===== src/rtl/pipe_pkg.sv =====
// Shared widths, types and helpers for the elastic pipeline stage.
package pipe_pkg;

  localparam int unsigned DATA_W_DEF = 32;
  localparam int unsigned REG_W_DEF  = 5;

  // Beats held by one stage: 0, 1 or 2.
  typedef logic [1:0] occ_t;

  // Control FSM state; the encoding equals the number of beats held.
  typedef enum logic [1:0] {
    ST_EMPTY = 2'd0,
    ST_HEAD  = 2'd1,
    ST_FULL  = 2'd2
  } stage_state_e;

  // Width of a flat bundle of n fields, each w bits wide.
  function automatic int unsigned bundle_w(input int unsigned n, input int unsigned w);
    return n * w;
  endfunction

endpackage


===== src/rtl/pipe_stage_skid_entry.sv =====
// One storage slot of the stage: valid flag plus control, data and register payload.
// Clear drops the beat and zeroes its control bundle; load captures a new beat.
module pipe_stage_skid_entry
  import pipe_pkg::*;
#(
  parameter int CTRL_W   = 8,
  parameter int DATA_W   = int'(DATA_W_DEF),
  parameter int NUM_DATA = 4,
  parameter int REG_W    = int'(REG_W_DEF),
  parameter int NUM_REGS = 3
) (
  input  logic                                 clk,
  input  logic                                 rst_n,
  input  logic                                 load_i,
  input  logic                                 clear_i,
  input  logic [CTRL_W-1:0]                    ctrl_i,
  input  logic [bundle_w(NUM_DATA, DATA_W)-1:0] data_i,
  input  logic [bundle_w(NUM_REGS, REG_W)-1:0]  regs_i,
  output logic                                 valid_o,
  output logic [CTRL_W-1:0]                    ctrl_o,
  output logic [bundle_w(NUM_DATA, DATA_W)-1:0] data_o,
  output logic [bundle_w(NUM_REGS, REG_W)-1:0]  regs_o
);

  logic                                 valid_q;
  logic [CTRL_W-1:0]                    ctrl_q;
  logic [bundle_w(NUM_DATA, DATA_W)-1:0] data_q;
  logic [bundle_w(NUM_REGS, REG_W)-1:0]  regs_q;

  // Slot register: clear wins over load so a flush always leaves a bubble.
  // NOTE: the payload is reset too, because the head slot drives the stage outputs
  // directly and those must read zero out of reset.
  always_ff @(posedge clk or negedge rst_n) begin
    if (!rst_n) begin
      // NOTE: state uses non-blocking assignments so every register samples
      // pre-edge values regardless of evaluation order.
      valid_q <= 1'b0;
      ctrl_q  <= '0;
      data_q  <= '0;
      regs_q  <= '0;
    end else if (clear_i) begin
      valid_q <= 1'b0;
      ctrl_q  <= '0;
    end else if (load_i) begin
      valid_q <= 1'b1;
      ctrl_q  <= ctrl_i;
      data_q  <= data_i;
      regs_q  <= regs_i;
    end
  end

  assign valid_o = valid_q;
  assign ctrl_o  = ctrl_q;
  assign data_o  = data_q;
  assign regs_o  = regs_q;

endmodule


===== src/rtl/pipe_stage_skid.sv =====
// Elastic inter-stage pipeline register with a 2-entry skid buffer, synchronous
// flush (bubble insertion) and a saturating stall counter. in_ready depends on
// registered state only, so no combinational path runs from out_ready to in_ready.
module pipe_stage_skid
  import pipe_pkg::*;
#(
  parameter int CTRL_W   = 8,
  parameter int DATA_W   = int'(DATA_W_DEF),
  parameter int NUM_DATA = 4,
  parameter int REG_W    = int'(REG_W_DEF),
  parameter int NUM_REGS = 3,
  parameter int CNT_W    = 16
) (
  input  logic                                 clk,
  input  logic                                 rst_n,
  input  logic                                 flush,
  input  logic                                 in_valid,
  output logic                                 in_ready,
  input  logic [CTRL_W-1:0]                    in_ctrl,
  input  logic [bundle_w(NUM_DATA, DATA_W)-1:0] in_data,
  input  logic [bundle_w(NUM_REGS, REG_W)-1:0]  in_regs,
  output logic                                 out_valid,
  input  logic                                 out_ready,
  output logic [CTRL_W-1:0]                    out_ctrl,
  output logic [bundle_w(NUM_DATA, DATA_W)-1:0] out_data,
  output logic [bundle_w(NUM_REGS, REG_W)-1:0]  out_regs,
  output occ_t                                 occupancy,
  output logic [CNT_W-1:0]                     stall_cnt
);

  localparam int unsigned DBUS_W = bundle_w(NUM_DATA, DATA_W);
  localparam int unsigned RBUS_W = bundle_w(NUM_REGS, REG_W);

  stage_state_e state_q, state_d;

  logic              head_v, skid_v;
  logic [CTRL_W-1:0] head_ctrl, skid_ctrl;
  logic [DBUS_W-1:0] head_data, skid_data;
  logic [RBUS_W-1:0] head_regs, skid_regs;

  logic              head_load, head_clear, head_from_skid;
  logic              skid_load, skid_clear;
  logic [CTRL_W-1:0] head_ctrl_in;
  logic [DBUS_W-1:0] head_data_in;
  logic [RBUS_W-1:0] head_regs_in;

  logic              accept, send;
  logic [CNT_W-1:0]  stall_q;

  assign in_ready = !skid_v;
  assign accept   = in_valid & in_ready;
  assign send     = head_v & out_ready;

  // Slot strobes and next state; flush overrides accept and send.
  always_comb begin
    // NOTE: every output of this block gets a default first so no path leaves a
    // value unassigned and no latch is inferred.
    head_load      = 1'b0;
    head_clear     = 1'b0;
    head_from_skid = 1'b0;
    skid_load      = 1'b0;
    skid_clear     = 1'b0;
    state_d        = state_q;
    if (flush) begin
      head_clear = 1'b1;
      skid_clear = 1'b1;
      state_d    = ST_EMPTY;
    end else begin
      unique case (state_q)
        ST_EMPTY: begin
          if (accept) begin
            head_load = 1'b1;
            state_d   = ST_HEAD;
          end
        end
        ST_HEAD: begin
          if (accept && send) begin
            head_load = 1'b1;
          end else if (accept) begin
            skid_load = 1'b1;
            state_d   = ST_FULL;
          end else if (send) begin
            head_clear = 1'b1;
            state_d    = ST_EMPTY;
          end
        end
        ST_FULL: begin
          if (send) begin
            head_load      = 1'b1;
            head_from_skid = 1'b1;
            skid_clear     = 1'b1;
            state_d        = ST_HEAD;
          end
        end
        default: begin
          head_clear = 1'b1;
          skid_clear = 1'b1;
          state_d    = ST_EMPTY;
        end
      endcase
    end
  end

  // Head refills from the skid slot when it holds a beat, otherwise from upstream.
  always_comb begin
    head_ctrl_in = in_ctrl;
    head_data_in = in_data;
    head_regs_in = in_regs;
    if (head_from_skid) begin
      head_ctrl_in = skid_ctrl;
      head_data_in = skid_data;
      head_regs_in = skid_regs;
    end
  end

  // Control FSM register; its encoding is the occupancy.
  always_ff @(posedge clk or negedge rst_n) begin
    if (!rst_n) state_q <= ST_EMPTY;
    else        state_q <= state_d;
  end

  // Stall counter: counts cycles the head beat is blocked, sticking at all-ones.
  always_ff @(posedge clk or negedge rst_n) begin
    if (!rst_n) begin
      stall_q <= '0;
    end else if (head_v && !out_ready && (stall_q != {CNT_W{1'b1}})) begin
      stall_q <= stall_q + CNT_W'(1);
    end
  end

  pipe_stage_skid_entry #(
    .CTRL_W(CTRL_W), .DATA_W(DATA_W), .NUM_DATA(NUM_DATA),
    .REG_W(REG_W), .NUM_REGS(NUM_REGS)
  ) u_head (
    .clk    (clk),
    .rst_n  (rst_n),
    .load_i (head_load),
    .clear_i(head_clear),
    .ctrl_i (head_ctrl_in),
    .data_i (head_data_in),
    .regs_i (head_regs_in),
    .valid_o(head_v),
    .ctrl_o (head_ctrl),
    .data_o (head_data),
    .regs_o (head_regs)
  );

  pipe_stage_skid_entry #(
    .CTRL_W(CTRL_W), .DATA_W(DATA_W), .NUM_DATA(NUM_DATA),
    .REG_W(REG_W), .NUM_REGS(NUM_REGS)
  ) u_skid (
    .clk    (clk),
    .rst_n  (rst_n),
    .load_i (skid_load),
    .clear_i(skid_clear),
    .ctrl_i (in_ctrl),
    .data_i (in_data),
    .regs_i (in_regs),
    .valid_o(skid_v),
    .ctrl_o (skid_ctrl),
    .data_o (skid_data),
    .regs_o (skid_regs)
  );

  // The head slot zeroes its control bundle whenever it is invalid, so out_ctrl is a bubble.
  assign out_valid = head_v;
  assign out_ctrl  = head_ctrl;
  assign out_data  = head_data;
  assign out_regs  = head_regs;
  assign occupancy = occ_t'(state_q);
  assign stall_cnt = stall_q;

endmodule


===== config.mk =====
export PLATFORM = sky130hd
export DESIGN_NAME = pipe_stage_skid
export DESIGN_NICKNAME = d
export VERILOG_FILES = /design/src/rtl/pipe_pkg.sv /design/src/rtl/pipe_stage_skid_entry.sv /design/src/rtl/pipe_stage_skid.sv
export SDC_FILE = /design/constraint.sdc
export NUM_CORES = 1
export LEC_CHECK = 0
export BUFFER_PORTS_ARGS = -buffer_cell sky130_fd_sc_hd__buf_2
export CAP_MARGIN = 20
export CORE_ASPECT_RATIO = 1.75
export CORE_MARGIN = 5
export CORE_UTILIZATION = 58
export CTS_CLUSTER_DIAMETER = 150
export DETAILED_ROUTE_END_ITERATION = 12
export PLACE_DENSITY = 0.82
export SYNTH_ARGS = -nofsm -noshare
export SYNTH_HDL_FRONTEND = slang
export SYNTH_SLANG_ARGS = --single-unit

===== constraint.sdc =====
create_clock -name clk -period 4.96 [get_ports clk]
set_input_delay 0.248 -clock clk [delete_from_list [all_inputs] [get_ports clk]]
set_output_delay 0.248 -clock clk [all_outputs]
set_load 0.01 [all_outputs]

-- Word level (Yosys, flattened, before mapping)
Index checks and enable logic that the tools add are counted.
W data, S select, Z words.
- logic and storage cells: 69
- input port bits: 156
- register bits after elaboration: 322
- output and inout bits: 171
- muxes and demuxes: 34
- reductions and logical operators: 13
- bitwise operators: 4
- equal/unequal tests: 7
- add/subtract/negate cells: 1
- operator list (kind ; count):
    $mux W128 ; 1
    $mux W8 ; 5
    $mux W1 ; 17
    $add A16 B1 Y16 const B ; 1
    $ne A16 B16 Y1 const B ; 1
    $mux W15 ; 1
    $mux W2 ; 6
    $ne A3 B3 Y1 const B ; 3
    $pmux W2 S3 ; 1
    $ne A4 B4 Y1 const B ; 1
    $pmux W1 S2 ; 2
    $reduce_and A2 Y1 ; 2
    $reduce_and A4 Y1 ; 1
    $reduce_bool A2 Y1 ; 2
    $reduce_or A2 Y1 ; 2
    $logic_and A1 B1 Y1 ; 3
    $pmux W1 S3 ; 1
    $and A1 B1 Y1 ; 2
    $eq A2 B1 Y1 const B ; 1
    $eq A2 B2 Y1 const B ; 1
    $logic_not A1 Y1 ; 2
    $logic_not A2 Y1 ; 1
    $not A1 Y1 ; 2

-- Logic depth before layout (Yosys ltp)
Gate-level depths: netlist (run 1).
- depth in word-level cells: 8
- depth in mapped cells: 7
- mapped depth without buffers: 5

-- Hierarchy
Synthesis (run 1) repeated with hierarchy kept, for this count alone.
- cell total of the unflattened synthesis: 930
- area total of the unflattened synthesis: 14930.6 sq um
- modules (own cells, without submodules) (module ; instances ; cells an instance ; sequential area each (sq um) ; area an instance (sq um)):
    pipe_stage_skid_entry ; 2 ; 332 ; 3803.6 ; 6048.3
    pipe_stage_skid ; 1 ; 266 ; 450.4 ; 2834.0

-- Least setup slack after synthesis (run 1)
OpenSTA, ideal clock, no wires.
- kind: register to register
- start point: register state_q[1], in the netlist occupancy[1]
- end point: register u_head.data_q[112], in the netlist u_head.data_o[112]
- buffers on the path: 3
- cell stages (with the launch flop): 8
- clock period less this slack: 2.096 ns
- data required time: 4.833 ns
- path slack: 2.864 ns
- library setup time: 0.127 ns
- arrival time: 1.969 ns
- cells stage by stage: dfrtp_1 buf_2 nand4b_1 nor2_2 buf_4 buf_2 mux2_2 mux2_1
- word-level cells in the longest chain between the ends: 6
- elaborated cells on any way between the ends: 13
- those cells by class: 2 x eq/ne; 7 x mux; 1 x bitwise; 3 x reduce/logical
- ends and longest elaborated chain (what ; line ; RTL):
    start, declared ; pipe_stage_skid.sv:34 ; stage_state_e state_q, state_d;
    start signal, assigned ; pipe_stage_skid.sv:119 ; else state_q <= state_d;
    $eq A2 B2 Y1 / $logic_not A2 Y1 (equally long branches) ; pipe_stage_skid.sv:69 ; unique case (state_q)
    $reduce_or A2 Y1 (no source line) ; n/a ;
    $pmux W1 S2 ; pipe_stage_skid.sv:69 ;
    $mux W1 ; pipe_stage_skid.sv:64 ; if (flush) begin
    $not A1 Y1 (no source line) ; n/a ;
    $reduce_and A2 Y1 (no source line) ; n/a ;
    end signal, assigned ; pipe_stage_skid_entry.sv:47 ; data_q <= data_i;
    end, declared ; pipe_stage_skid_entry.sv:27 ; logic [bundle_w(NUM_DATA, DATA_W)-1:0] data_q;
Several ways; a longest one is shown, not always the timed one.
A chain may end at the register's enable or synchronous reset.

-- Final worst setup path (run 1)
- start point: register state_q[1], in the netlist occupancy[1]
- end point: register u_head.data_q[11], in the netlist u_head.data_o[11]
Same word-level chain as after synthesis.

==> results of run 1 <==
-- layer usage --
layer  vias to the layer above  wire length (µm)
met5                         -                 0
met3                        92              2230
met4                         0              1500
met2                       335             18800
met1                      4769             12800
li1                       4219                 -
-- logic make-up after synthesis --
group	count (synthesis)
flops	322
compound gates	27
mux	438
simple gates	47
buf+inv	55
fa+ha+maj	1
xor+xnor	16
-- repair_timing --
action | in CTS | in global routing
setup buffers | 0 | 0
hold endpoints to repair | 281 | 0
hold buffers | 153 | 0
-- power by group --
part	internal [µW]	switching, µW	total [µW]
Clock	1150	949	2100
Combinational	1570	1320	2890
Sequential	3840	689	4530
-- worst max-delay path: stages (launching register included) --
cell and delay [ns]:
dfrtp_1 0.49, nand4b_1 0.29, nor2_4 0.75, buf_4 0.45
mux2_2 0.42, mux2_2 0.31
-- stage by stage --
stage	setup slack (ns)	cell area, µm²
2_1_floorplan	2.86	14000
3_3_place_gp	2.21	15800
3_5_place_dp	2.18	15800
4_1_cts	2.17	18300
5_1_grt	1.97	18300
6_report	2.12	18300
-- synthesized netlist by cell type, types with 5 or more instances --
| library cell | count | area, µm² |
|---|---|---|
| a22o_1 | 17 | 149 |
| buf_2 | 32 | 160 |
| buf_4 | 10 | 75.1 |
| buf_6 | 8 | 90.1 |
| dfrtp_1 | 322 | 8060 |
| mux2_1 | 30 | 338 |
| mux2_2 | 408 | 4590 |
| nand2_1 | 8 | 30.0 |
| nand4_1 | 6 | 37.5 |
| nor3_1 | 5 | 25.0 |
| nor4_1 | 5 | 31.3 |
| xnor2_1 | 6 | 52.6 |
| xor2_1 | 10 | 87.6 |
-- flip-flops by register name (all words and copies together), names as in the netlist --
signal	count
u_head.data_o	128
u_skid.data_o	128
stall_cnt	16
u_head.regs_o	15
u_skid.regs_o	15
u_head.ctrl_o	8
u_skid.ctrl_o	8
occupancy	2
u_head.valid_o	1
u_skid.valid_o	1
-- final cells by class --
type	instances	area, µm²	area share
inverters	3	11.3	0.000617
repair buffers	492	3320	0.182
well taps	308	385	0.0211
flip-flops and latches	322	8060	0.441
clock buffers	42	825	0.0452
clock inverters	9	48.8	0.00267
multi-input cells	529	5610	0.307
diodes	2	5.00	0.000274
-- worst paths after layout --
check / depth (start not counted) / startpoint / to
max in group asynchronous: 3 / rst_n / u_skid.data_o[94]
min reg2reg: 1 / u_head.data_o[105] / u_head.data_o[105]
min in group asynchronous: 2 / rst_n / u_skid.data_o[68]
max: 5 / occupancy[1] / u_head.data_o[11]
max reg2reg: 5 / occupancy[1] / u_head.data_o[11]
min: 2 / flush / occupancy[0]
==> impl_metrics.toml, run 1 <==
[global_routing]
grt_max_degree = 152
met1_usage = 0.303
grt-ovfl-total = 0
gr-usage-met2 = 0.459
grt_pass1_wl_um = 57500
antenna_found_initial = 1
grt_pass1_vias = 10600
globalRouteMet3Util = 0.0502
grt.total_usage = 0.259
top_usage_layer = "met2"

[yosys]
synth_flop_cell = "dfrtp_1"
synth_fp_nets = 1063
synth-async-reset-ratio = 1.00
synthDistinctLibCells = 35
ys_ff_latch = 322
synth-compound-area-share = 0.0166
yosysWarnings = 0
synth_mux_area_frac = 0.352
synthCells = 906
synth-simple-area-share = 0.0198
post_synth.cell_area_avg_um2 = 15.4
ys_seq_area_frac = 0.576
synth_adder_area_share = 0.000894
synth-edff-count = 0
syn-cell-area_um2 = 14000
synth_xor_area_frac = 0.0100
synth_top_family_by_area = "multiplexers"

[status]
status = "finished, final reports clean"

[timing]
drv_slew = 0
clock_skew_ns = 0.0136
fmax_ghz = 0.352
slew_headroom = 0.300
rsz0062_at_grt = "false"
hold_slack_ns = 0.0496
setup_viol = 0
hold_viol = 0
period_share = 0.573
max_slew.worst_pin.slew_ns = 1.05
fin_crit_ns = 2.84
final.setup.tns_ns = 0

[power]
power_leakage_uw = 0.00827
peakVddDrop_v = 0.000430
p_per_area_nw_per_um2 = 521
fin_total_pwr_uw = 9520

[job]
drv_cap = 0

[floorplanning]
die_h_um = 215
coreArea_um2 = 23900
die_area_um2 = 27500
io_pins = 327
row_count = 75
start_util = 0.585
die_x_um = 127

[final_layout]
layoutNonFillerInstCount = 1707
final_nets = 1534
areaGrowthSynthToFinish_pct = 30.4
fillers = 1380
post-route-util = 0.763
final_cell_mix = "mux2_2 (408), buf_2 (326), dfrtp_1 (322)"
layout_commonest_cell = "mux2_2"
drive_above_1_share = 0.568

[route]
drc_errors = 0
drt-initial-drc-count = 462
vias = 9415
via_per_inst = 5.52
ant_nets = 0
first_pass_iters = 7
wire_per_inst_um = 20.7
wirelength_um = 35300

[cts]
cts_num_sinks = 322
htreeDepth = 1
cts_root_buffer = "clkbuf_16"
numCtsBuffers = 29
cts.path.max_buffers = 3
ctsResizeCount = 0
clk_latency_ns = 0.55
clk_pin_slew_worst_paths_ns = 0.06
cts_tree = "yes"

[setup_path]
critPathCaptureType = "flop"
r2r_setup_slack_ns = 2.12
start_kind = "flop"
arrival_ns = 3.26
crit_type = "reg2reg"
cp_data_required_time_ns = 5.37
cp_max_fo = 25

[min_path]
hp-class = "in2reg"

[placed_design]
post-dp-hpwl_um = 21300
gp_congestion = 0.832
port_buffers = 326
dp.cells = 1501
No activity file was read; power rests on OpenSTA's default activity.
==> run 2: changes to the inputs <==
- ABC_AREA: not set -> 1
- CORE_UTILIZATION: 58 -> 54
- PLACE_DENSITY: 0.82 -> 0.77
- clock period: 4.96 -> 2.83 ns (I/O delays scaled with it)
==> impl_metrics.toml, run 2 <==
[power]
p_int_uw = 10500
power_switching_uw = 4990
power_leakage_uw = 0.0106
p_seq_frac = 0.474
peakVddDrop_v = 0.000635
fin_total_pwr_uw = 15500
power.share.clock = 0.278
power_frac_comb = 0.248
p_per_area_nw_per_um2 = 813
p_sw_frac = 0.322

[yosys]
synthDistinctLibCells = 25
synthTopCellsByCount = "nand2_1 (668), dfrtp_1 (322), inv_1 (166), nand3_1 (155), o21ai_0 (151)"
yosysWarnings = 0
synth_fp_nets = 1956
syn-cell-area_um2 = 14500
synth-edff-count = 0
ys_seq_area_frac = 0.555
post_synth.cell_area_avg_um2 = 8.07
synth_flop_cell = "dfrtp_1"
ys_ff_latch = 322
yosysTopAreaCell = "dfrtp_1"
yosysMostFrequentCell = "nand2_1"
synth-async-reset-ratio = 1.00
synth_area_leaders = "dfrtp_1 (55%), nand2_1 (17%), nand3_1 (5.3%)"
synthCells = 1799
synth.top_cell.area_share = 0.555

[floorplanning]
start_util = 0.546
die_x_um = 134
coreArea_um2 = 26600
row_count = 79
die_area_um2 = 30400
die_h_um = 227
io_pins = 327

[placed_design]
gp_congestion = 0.893
post-dp-hpwl_um = 25500
pre_cts_ws_ns = 0.594
port_buffers = 326

[global_routing]
grt_pass1_vias = 14000
grt_pass1_wl_um = 68600
gr-usage-met2 = 0.473
met1_usage = 0.328
antenna_found_initial = 3
globalRouteMet3Util = 0.0468
grt_max_degree = 154
top_usage_layer = "met2"
grt-ovfl-total = 0
grt.total_usage = 0.276

[route]
wire_per_inst_um = 16.3
drt-initial-drc-count = 964
ant_nets = 0
drc_errors = 0
via_per_inst = 5.28
first_pass_iters = 6
wirelength_um = 42100
vias = 13600

[final_layout]
areaGrowthSynthToFinish_pct = 31.0
final_nets = 2388
final_cell_mix = "nand2_1 (668), buf_2 (325), dfrtp_1 (322)"
drive_above_1_share = 0.196
layout_commonest_cell = "nand2_1"

[setup_path]
crit_type = "reg2reg"
cp_max_fo = 96
crit_buf_inv = 3
r2r_setup_slack_ns = 0.56
cp-startpoint = "occupancy[0]"
start_kind = "flop"
cp_data_required_time_ns = 3.26
critPathCaptureType = "flop"
critical_path.top_delay_family = "simple AND/OR/NAND/NOR gates"
arrival_ns = 2.70
crit_chain = "inv_2 -> nand2_2 -> nor2_4 -> nand2_8 -> buf_12 -> buf_4 -> or2_0 -> nand3_1 -> nand2_1"
critical-path-slowest-cell = "dfrtp_1"
rr_startpoint = "occupancy[0]"
critPathMaxStageDelay_ns = 0.42

[timing]
rsz0062_at_grt = "false"
clock_skew_ns = 0.0107
fin_crit_ns = 2.27
slew_headroom = 0.457
max_slew.worst_pin.slew_ns = 0.815
setup_viol = 0
hold_slack_ns = 0.113
period_share = 0.800
hold_viol = 0
fmax_ghz = 0.441
final.setup.tns_ns = 0
timing.final.ws_setup_ns = 0.565
drv_slew = 0

[cts]
cts.path.max_buffers = 3
cts_root_buffer = "clkbuf_16"
cts_num_sinks = 322
cts_hold_buffers = 154
post_cts_buffers = 0
htreeDepth = 1
numCtsBuffers = 29
cts_tree = "yes"
clk_pin_slew_worst_paths_ns = 0.07
ctsResizeCount = 0
clk_latency_ns = 0.54

[job]
drv_cap = 0

[min_path]
hp-start = "in_valid"
hp-class = "in2reg"

[status]
status = "finished, final reports clean"
[run 2: final cells by class]
cell class | count | area (µm²)
inverters | 169 | 637
diodes | 4 | 10.0
flip-flops and latches | 322 | 8060
fillers | 1870 | 7560
multi-input cells | 1207 | 5380
well taps | 324 | 405
repair buffers | 502 | 3490
clock buffers | 40 | 857
clock inverters | 13 | 195
[run 2: power groups by stage]
stage / logic (µW) / registers [µW] / clock network, µW
3_3_place_gp: 3480 / 7270 / 0
5_1_grt: 4360 / 7510 / 4560
6_report: 3840 / 7340 / 4300
4_1_cts: 3800 / 7280 / 4380
2_1_floorplan: 1780 / 7460 / 0
3_5_place_dp: 3620 / 7320 / 0
[run 2: kinds of logic after synthesis]
logic type / after synthesis / synth area share
compound gates: 198 / 0.0685
buf+inv: 270 / 0.0768
flops: 322 / 0.555
simple gates: 1001 / 0.295
fa+ha+maj: 1 / 0.000862
xor+xnor: 7 / 0.00422
[run 2: stage by stage]
step | instances | instance area, µm² | utilization
6_report | 2581 | 19000 | 0.716
5_1_grt | 2581 | 19000 | 0.716
4_1_cts | 2577 | 19000 | 0.715
3_5_place_dp | 2370 | 16400 | 0.618
3_3_place_gp | 2370 | 16400 | 0.618
2_1_floorplan | 1799 | 14500 | -
[run 2: final timing paths]
kind | to | cells after the start
worst max-delay path | u_head.data_o[74] | 9
worst min-delay path | occupancy[0] | 6
worst max register to register | u_head.data_o[74] | 9
worst min register to register | u_head.data_o[85] | 2
max in group asynchronous | u_head.data_o[34] | 3
min in group asynchronous | stall_cnt[11] | 2
[run 2: worst reg2reg max path, stage by stage (launching register included)]
cell and delay, ns:
dfrtp_1 0.42, inv_2 0.12, nand2_2 0.08, nor2_4 0.21, nand2_8 0.33, buf_12 0.35
buf_4 0.24, or2_0 0.23, nand3_1 0.11, nand2_1 0.06
[run 2: per-layer routing]
layer / share of wire / wire length (µm)
met4: 0.062 / 2590
met2: 0.50 / 21100
met5: 0 / 0
met3: 0.067 / 2840
met1: 0.37 / 15600
==> run 3: changes to the inputs <==
- clock period: 2.83 -> 2.3 ns (I/O delays scaled with it)
==> impl_metrics.toml, run 3 (same netlist as run 2, synthesis figures left out) <==
[floorplanning]
row_count = 79
start_util = 0.546
coreArea_um2 = 26600
die_h_um = 227
io_pins = 327
die_x_um = 134
die_area_um2 = 30400

[power]
power_leakage_uw = 0.0105
p_per_area_nw_per_um2 = 985
fin_total_pwr_uw = 18700
peakVddDrop_v = 0.000699

[route]
ant_nets = 0
wirelength_um = 41600
wire_per_inst_um = 16.1
first_pass_iters = 5
drt-initial-drc-count = 740
via_per_inst = 5.22
drc_errors = 0
vias = 13500

[global_routing]
grt_pass1_wl_um = 67400
antenna_found_initial = 5
grt_pass1_vias = 13800
grt_max_degree = 172
globalRouteMet3Util = 0.0420
met1_usage = 0.319
grt-ovfl-total = 0
gr-usage-met2 = 0.475
grt.total_usage = 0.271
top_usage_layer = "met2"

[job]
drv_cap = 0

[placed_design]
post-dp-hpwl_um = 25600
gp_congestion = 0.926
pre_cts_ws_ns = 0.273
port_buffers = 326

[timing]
final.setup.tns_ns = 0
drv_slew = 0
clock_skew_ns = 0.0145
rsz0062_at_grt = "false"
hold_viol = 0
timing.final.ws_setup_ns = 0.240
period_share = 0.895
fmax_ghz = 0.486
setup_viol = 0
slew_headroom = 0.277
fin_crit_ns = 2.06
max_slew.worst_pin.slew_ns = 1.08

[final_layout]
post-route-util = 0.713
layout_commonest_cell = "nand2_1"
final_cell_mix = "nand2_1 (668), buf_2 (325), dfrtp_1 (322)"
drive_above_1_share = 0.196
final_nets = 2392
areaGrowthSynthToFinish_pct = 30.7

[status]
status = "finished, final reports clean"

[setup_path]
crit_buf_inv = 3
crit_chain = "inv_2 -> nand2_2 -> nor2_4 -> nand2_8 -> buf_4 -> buf_4 -> o21ai_0 -> nand2_1 -> nand2_1"
arrival_ns = 2.55
start_kind = "flop"
critical_path.top_delay_family = "simple AND/OR/NAND/NOR gates"
critPathMaxStageDelay_ns = 0.42
cp_max_fo = 62
crit_type = "reg2reg"
critical-path-slowest-cell = "dfrtp_1"
cp_data_required_time_ns = 2.79
critPathCaptureType = "flop"

[cts]
cts.path.max_buffers = 3
cts_hold_buffers = 154
clk_latency_ns = 0.55
cts_num_sinks = 322
cts_tree = "yes"
post_cts_buffers = 0
clk_pin_slew_worst_paths_ns = 0.06
cts_root_buffer = "clkbuf_16"
ctsResizeCount = 0
numCtsBuffers = 29
htreeDepth = 1

[min_path]
hp-class = "in2reg"
==> run 3: cell type report <==
type                       instances  area (µm²)
inverter                         169         637
timing repair buffer             506        3500
fill                            1905        7620
clock buffer                      41         841
antenna                            7        17.5
sequential                       322        8060
clock inverter                    11         130
tap                              324         405
multi-input combinational       1207        5380
==> run 3: power by group <==
group          internal (µW)  switching [µW]  leakage, µW
registers               7800            1210      0.00400
logic                   1950            2760      0.00605
clock network           2870            2110     0.000487
==> run 3: final timing paths <==
check	start	end	slack (ns)	cells after the start
worst max-delay path	occupancy[0]	u_head.data_o[121]	0.24	9
worst min-delay path	in_valid	occupancy[0]	0.09	6
worst max register to register	occupancy[0]	u_head.data_o[121]	0.24	9
worst min register to register	u_head.regs_o[0]	u_head.regs_o[0]	0.48	2
max in group asynchronous	rst_n	occupancy[0]	1.27	3
min in group asynchronous	rst_n	u_head.regs_o[5]	0.15	2
==> run 3: metal layers <==
layer	wire, µm	vias to the layer above
met5	0	-
met4	2240	0
met3	2440	145
met2	21100	529
met1	15800	6394
li1	-	6441
==> run 3: through the flow <==
step	cell area (µm²)	instances	hold slack (ns)
4_1_cts	19000	2580	0.0646
5_1_grt	19000	2585	0.162
3_5_place_dp	16400	2374	0.167
3_3_place_gp	16400	2374	0.163
6_report	19000	2587	0.0851
2_1_floorplan	14500	1799	-0.181
==> run 3: worst reg2reg max path: cells and delay by family, from the launching register on <==
family	cells	cell delay (ns)
AOI/OAI and AO/OA	1	0.20
buffers and inverters	3	0.65
DFF	1	0.42
and+or+nand+nor	5	0.73
